[src/rtl/pipeline_pkg.sv]
// ============================================================================
//  pipeline_pkg
//  Shared pipeline constants and the fetch-entry type used by fetch/decode.
//  Rev 1.0
// ============================================================================
`default_nettype none

package pipeline_pkg;

    localparam int          XLEN      = 32;
    localparam logic [31:0] NOP_INSTR = 32'h00000013;

    typedef struct packed {
        logic [XLEN-1:0] pc;
        logic [XLEN-1:0] pc_plus4;
        logic [XLEN-1:0] instruction;
    } fetch_entry_t;

endpackage

`default_nettype wire

[src/rtl/instruction_queue_storage.sv]
// ============================================================================
//  instruction_queue_storage
//  DEPTH x fetch_entry_t register array, one sync write port, one async read.
//  Rev 1.0
// ============================================================================
`default_nettype none

module instruction_queue_storage
    import pipeline_pkg::fetch_entry_t;
#(
    parameter int DEPTH = 4
) (
    input  logic                     clock,
    input  logic                     write_en,
    input  logic [$clog2(DEPTH)-1:0] write_addr,
    input  fetch_entry_t             write_data,
    input  logic [$clog2(DEPTH)-1:0] read_addr,
    output fetch_entry_t             read_data
);

    fetch_entry_t mem [DEPTH];

    // Contents are deliberately never reset; validity lives in the pointers.
    always_ff @(posedge clock) begin
        if (write_en) begin
            mem[write_addr] <= write_data;
        end
    end

    assign read_data = mem[read_addr];

endmodule

`default_nettype wire

[src/rtl/instruction_queue.sv]
// ============================================================================
//  instruction_queue
//  Fetch-to-decode decoupling FIFO with flush; presents oldest entry to decode.
//  Rev 1.0
// ============================================================================
`default_nettype none

module instruction_queue
    import pipeline_pkg::fetch_entry_t;
    import pipeline_pkg::XLEN;
#(
    parameter int          DEPTH     = 4,
    parameter logic [31:0] NOP_INSTR = pipeline_pkg::NOP_INSTR
) (
    input  logic                     clock,
    input  logic                     reset,
    input  logic                     fetch_valid,
    input  logic [XLEN-1:0]          fetch_pc,
    input  logic [XLEN-1:0]          fetch_pc_plus4,
    input  logic [XLEN-1:0]          fetch_instruction,
    output logic                     fetch_stall,
    input  logic                     flush,
    input  logic                     decode_ready,
    output logic                     id_valid,
    output logic [XLEN-1:0]          id_pc,
    output logic [XLEN-1:0]          id_pc_plus4,
    output logic [XLEN-1:0]          id_instruction,
    output logic [$clog2(DEPTH):0]   occupancy
);

    localparam int PTR_W = $clog2(DEPTH);
    localparam int CNT_W = PTR_W + 1;

    logic [PTR_W-1:0] rd_ptr;
    logic [PTR_W-1:0] wr_ptr;
    logic [CNT_W-1:0] count;
    logic             push;
    logic             pop;
    fetch_entry_t     wr_entry;
    fetch_entry_t     head;

    // Stall and valid derive only from registered count, so decode_ready
    // never reaches fetch_stall combinationally.
    assign fetch_stall = (count == CNT_W'(DEPTH));
    assign id_valid    = (count != '0);
    assign push        = fetch_valid & ~fetch_stall & ~flush;
    assign pop         = id_valid & decode_ready & ~flush;
    assign occupancy   = count;

    assign wr_entry.pc          = fetch_pc;
    assign wr_entry.pc_plus4    = fetch_pc_plus4;
    assign wr_entry.instruction = fetch_instruction;

    instruction_queue_storage #(
        .DEPTH (DEPTH)
    ) u_storage (
        .clock      (clock),
        .write_en   (push),
        .write_addr (wr_ptr),
        .write_data (wr_entry),
        .read_addr  (rd_ptr),
        .read_data  (head)
    );

    always_ff @(posedge clock) begin
        if (reset || flush) begin
            rd_ptr <= '0;
            wr_ptr <= '0;
            count  <= '0;
        end else begin
            if (push) begin
                wr_ptr <= wr_ptr + 1'b1;
            end
            if (pop) begin
                rd_ptr <= rd_ptr + 1'b1;
            end
            case ({push, pop})
                2'b10:   count <= count + 1'b1;
                2'b01:   count <= count - 1'b1;
                default: count <= count;
            endcase
        end
    end

    assign id_pc          = id_valid ? head.pc          : '0;
    assign id_pc_plus4    = id_valid ? head.pc_plus4    : '0;
    assign id_instruction = id_valid ? head.instruction : NOP_INSTR;

endmodule

`default_nettype wire

[config.mk]
export PLATFORM = sky130hd
export DESIGN_NAME = instruction_queue
export DESIGN_NICKNAME = d
export VERILOG_FILES = /design/src/rtl/pipeline_pkg.sv /design/src/rtl/instruction_queue_storage.sv /design/src/rtl/instruction_queue.sv
export SDC_FILE = /design/constraint.sdc
export NUM_CORES = 1
export LEC_CHECK = 0
export ABC_AREA = 1
export BUFFER_PORTS_ARGS = -buffer_cell sky130_fd_sc_hd__buf_2
export CAP_MARGIN = 20
export CORE_UTILIZATION = 40
export CTS_CLUSTER_DIAMETER = 120
export DETAILED_ROUTE_END_ITERATION = 16
export PLACE_DENSITY_LB_ADDON = 0.05
export SLEW_MARGIN = 20
export SYNTH_ARGS = -nofsm -noshare
export SYNTH_HDL_FRONTEND = slang
export SYNTH_HIERARCHICAL = 1
export SYNTH_SLANG_ARGS = --single-unit
[constraint.sdc]
create_clock -name clock -period 13.05 [get_ports clock]
set_clock_uncertainty 0.2 [all_clocks]
set_input_delay 1.9575 -clock clock [delete_from_list [all_inputs] [get_ports clock]]
set_output_delay 1.9575 -clock clock [all_outputs]
set_load 0.05 [all_outputs]
* After elaboration in Yosys (flattened, before gate mapping)
Memories as Yosys holds them, arrays and structs flattened. A register that Yosys moved wholly into a read port is not among the register bits.
Index checks and enable logic that the tools add are counted.
** Operators by class
- Add/sub/neg operators :: 4
- Eq/ne operators :: 3
- Muxes and demuxes :: 8
- Bitwise operators :: 6
- Reductions and logical operators :: 3
** Operators with widths (count)
- $mux 32 :: 3
- $pmux 3 s2 :: 1
- $add 2x1->2 const B :: 2
- $and 1x1->1 :: 4
- $mux 2 :: 2
- $add 3x1->3 const B :: 1
- $eq 3x3->1 const B :: 1
- $reduce_bool 3->1 :: 1
- $sub 3x1->3 const B :: 1
- $eq 2x1->1 const B :: 1
- $eq 2x2->1 const B :: 1
- $mux 1 :: 2
- $not 1->1 :: 2
- $reduce_bool 2->1 :: 1
- $logic_or 1x1->1 :: 1
** Word-level totals
- Register bits after elaboration :: 7
- Bits in writable memories :: 384
- Output and inout port bits :: 101
- Memories kept :: 1
** Memory list
- u_storage.mem :: depth 4, width 96, rd ports 1, clocked after memory_dff 1, wr ports 1, line instruction_queue_storage.sv:21 : fetch_entry_t mem [DEPTH];

* Depth between registers and ports, before layout
- Word-level depth :: 6
- Depth in mapped cells :: 14
- Depth with buffers taken out :: 14

* Modules after synthesis
Netlist, hierarchy kept.
** By module, submodules not included
- instruction_queue_storage :: times used 1, cells each 1512, area an instance 16077.9 um^2
- instruction_queue :: times used 1, cells each 261, area an instance 1193.6 um^2

* Worst setup path after synthesis
OpenSTA, ideal clock, no wires.
- Path kind :: input-to-reg
- Start point :: in fetch_valid
- End point :: mem u_storage/mem[0][0] (netlist bit) (enable)
- Library setup time :: 669 ps
- Arrival :: 8700 ps
- Setup slack :: 3481 ps
- Stages on the path :: 4
- Path through :: nand2_1 nor2_1 inv_1 nor3_1
** On the way
- Cells in the longest elaborated chain, start to end :: 4
** Ends and longest elaborated chain
- from (decl) :: line instruction_queue.sv:17 : input logic fetch_valid,
- $and 1x1->1 (2 in a row) :: line instruction_queue.sv:46 : assign push = fetch_valid & ~fetch_stall & ~flush;
- via push :: line instruction_queue.sv:37 : logic push;
- $mux 1 :: line instruction_queue_storage.sv:25 : if (write_en) begin
- $mux 1 (implied by the code) :: line instruction_queue_storage.sv:26 : mem[write_addr] <= write_data;
- to (decl) :: line instruction_queue_storage.sv:21
The timed path passes the listed nets, and every way through them passes these cells.

==> run_results.csv <==
group,metric,value,unit
detailed_routing,drc_errors,0,
setup_path,critPathKind,"reg2out",
clock_network,h-tree-depth,2,
layout,drive_gt1_share,14.6,%
setup_path,cp_slowest_cell,"buf_4",
setup_path,arrival,3.34,ns
detailed_routing,first_pass_iters,5,
yosys,syn_area,17300,um2
grt,grt_pass1_vias,11200,
setup_path,cp_data_required_time,10.89,ns
placement,gp_congestion,0.749,
yosys,ys.flop_type,"edfxtp_1",
timing,maxSlewHeadroom,28.4,%
timing,fin_crit_sh,42.1,%
die,io_pins,202,
detailed_routing,routed_wl,39300,um
placement,dpl_cell_area,18700,um2
layout,area_growth,17.2,%
status,status,"finished, final reports clean",
placement,dp_hpwl,21700,um
die,fp.dieH,210,um
timing,fin_tns_setup,0,ns
grt,grt_overflow_total,0,
clock_network,clk_transition_reported_paths,0.05,ns
setup_path,crit_buf_inv,3,
timing,hold_viol,0,
yosys,synth_top_area_share,66.8,%
yosys,synth_area_per_cell,9.74,um2
clock_network,cts_tree,"built",
layout,fin_nets,2067,
run,maxCapViolCount,0,
power_and_ir_drop,ir_drop,0.0909,mV
clock_network,cts_hold_buffers,0,
setup_path,cp_max_fo,99,
detailed_routing,drt_iter0_drc,529,
die,row_count,75,
yosys,synthArstFlopShare,0,%
yosys,yosysSeqAreaShare,67.6,%
setup_path,path_cells,"inv_6, buf_4, nand2_1, nand3_1, nand2_1, or2_1, buf_2",
detailed_routing,antenna_left,0,
die,die_w,210,um
clock_network,cts_buffers,45,
setup_path,cp_top_family,"buffers and inverters",
worst_hold_path,hp-class,"reg2reg",
yosys,synth_area_leaders,"edfxtp_1 (67%), inv_1 (11%), nand2_1 (11%)",
die,start_util,40.9,%
yosys,synth_warnings,6,
yosys,ys_ff_latch,391,
setup_path,crit_path_max_incr_delay,0.95,ns
yosys,synth_edf_count,384,
clock_network,ctsLongestPathBuffers,3,
clock_network,postCtsSetupBuffers,0,
setup_path,critPathLaunchType,"register",
timing,setup_viol,0,
detailed_routing,drt-vias-per-instance,4.48,
yosys,yosysTopAreaCell,"edfxtp_1",
timing,rsz0062_at_grt,"false",
yosys,synthesis.instances,1773,
timing,worst_pin_slew,1.07,ns
setup_path,crit_top_cell,"nand2_1",
power_and_ir_drop,p_leak,9.77,nW
yosys,synthTopCellsByCount,"inv_1 (495), nand2_1 (493), edfxtp_1 (384)",
clock_network,cts_resized,0,
detailed_routing,vias,11400,
setup_path,endpoint_kind,"output pin",
grt,track_usage,18.3,%
layout,fin_area,20200,um2
die,dieArea,44000,um2
power_and_ir_drop,cellPowerDensity,141,nW/um2
yosys,syn_nets,1876,
timing,slew_viol_final,0,
timing,max_freq,182,MHz
die,core_area,42200,um2
grt,antenna_found_initial,10,
grt,grt_pass1_wl,61600,um
placement,port_buffers,201,
clock_network,clk_latency,0.55,ns
grt,grt_max_degree,100,
timing,post-route-min-period,5.50,ns
yosys,synth_most_common_cell,"inv_1",
detailed_routing,wl_per_cell,15.4,um
yosys,ys_types,20,
clock_network,clock-sinks,391,
clock_network,cts_root_buffer,"clkbuf_16",
[where the power goes]
part	internal, mW	leakage [nW]	switching [mW]	total (mW)
Sequential	1.40	3.55	0.00487	1.41
Clock	0.788	0.736	0.488	1.28
Combinational	0.0430	5.49	0.137	0.180
Total	2.23	9.77	0.629	2.86
[final timing paths]
kind         slack [ns]  depth (start not counted)                        endpoint                 startpoint
min                0.31                          1       occupancy[0]$_SDFFE_PP0P_  occupancy[0]$_SDFFE_PP0P_
max reg2reg        9.85                          8  u_storage/mem[3][74]$_DFFE_PP_  occupancy[0]$_SDFFE_PP0P_
min reg2reg        0.31                          1       occupancy[0]$_SDFFE_PP0P_  occupancy[0]$_SDFFE_PP0P_
max                7.55                          7               id_instruction[4]     rd_ptr[0]$_SDFFE_PP0P_
[stage by stage]
stage | power (mW) | std cells | worst slack [ns] | hold slack [ns] | utilization (%)
6_report | 2.86 | 2543 | 7.55 | 0.307 | 47.9
5_1_grt | 2.97 | 2541 | 7.24 | 0.329 | 47.9
4_1_cts | 2.90 | 2539 | 7.43 | 0.309 | 47.9
3_5_place_dp | 1.61 | 2456 | 8.05 | 0.298 | 44.3
3_3_place_gp | 1.61 | 2456 | 8.03 | 0.296 | 44.3
2_1_floorplan | 1.56 | 1773 | 3.48 | 0.274 | -
[flip-flops by register name (all words and copies together), names as in the netlist]
signal / flops
u_storage/mem: 384
occupancy: 3
rd_ptr: 2
wr_ptr: 2
[cell usage in the layout, fill, tap and decap left out, types with 5 or more instances in the layout]
master and count:
clkinv_2 7, bufinv_16 6, dfxtp_1 5, edfxtp_1 384
clkinv_1 8, nand2_1 493, buf_4 16, clkbuf_1 10
nor2_1 102, clkbuf_16 47, buf_2 201, nand3_1 197
inv_1 495
[worst register-to-register path: stages (launching register included)]
cell and delay [ns]:
dfxtp_1 0.39, nor2_2 0.08, nand2_1 0.15, nand2_1 0.09
nor2_1 0.16, inv_1 0.14, nor3_2 0.13, buf_4 0.70
buf_4 0.79
[cells by family (layout without fill, tap and decap cells)]
family                   count (synthesis)  in the layout  synth area share, %
AND/OR/NAND/NOR                        803            803                 19.0
buffers and inverters                  571            798                 13.1
flip-flops                             391            391                 67.6
AO/OA/AOI/OAI                            6              6                0.174
adder cells (fa/ha/maj)                  2              2                0.188
other                                    0              4                    0
[routing by layer]
layer / global-route usage, % / part of all wire [%] / wire [um]
met5: 0 / 0.14 / 55
met1: 22.7 / 44 / 17300
met2: 31.8 / 49 / 19200
met4: 5.24 / 1.8 / 689
met3: 4.11 / 5.1 / 1990
[layout make-up]
class | count | area, um2
Antenna cell | 4 | 10.0
Clock buffer | 59 | 1240
Clock inverter | 24 | 273
Inverter | 498 | 1880
Tap cell | 539 | 674
Multi-Input combinational cell | 811 | 3370
Timing Repair Buffer | 217 | 1130
Sequential cell | 391 | 11700
Fill cell | 3948 | 22000
Power figures use the tool's default switching activity.
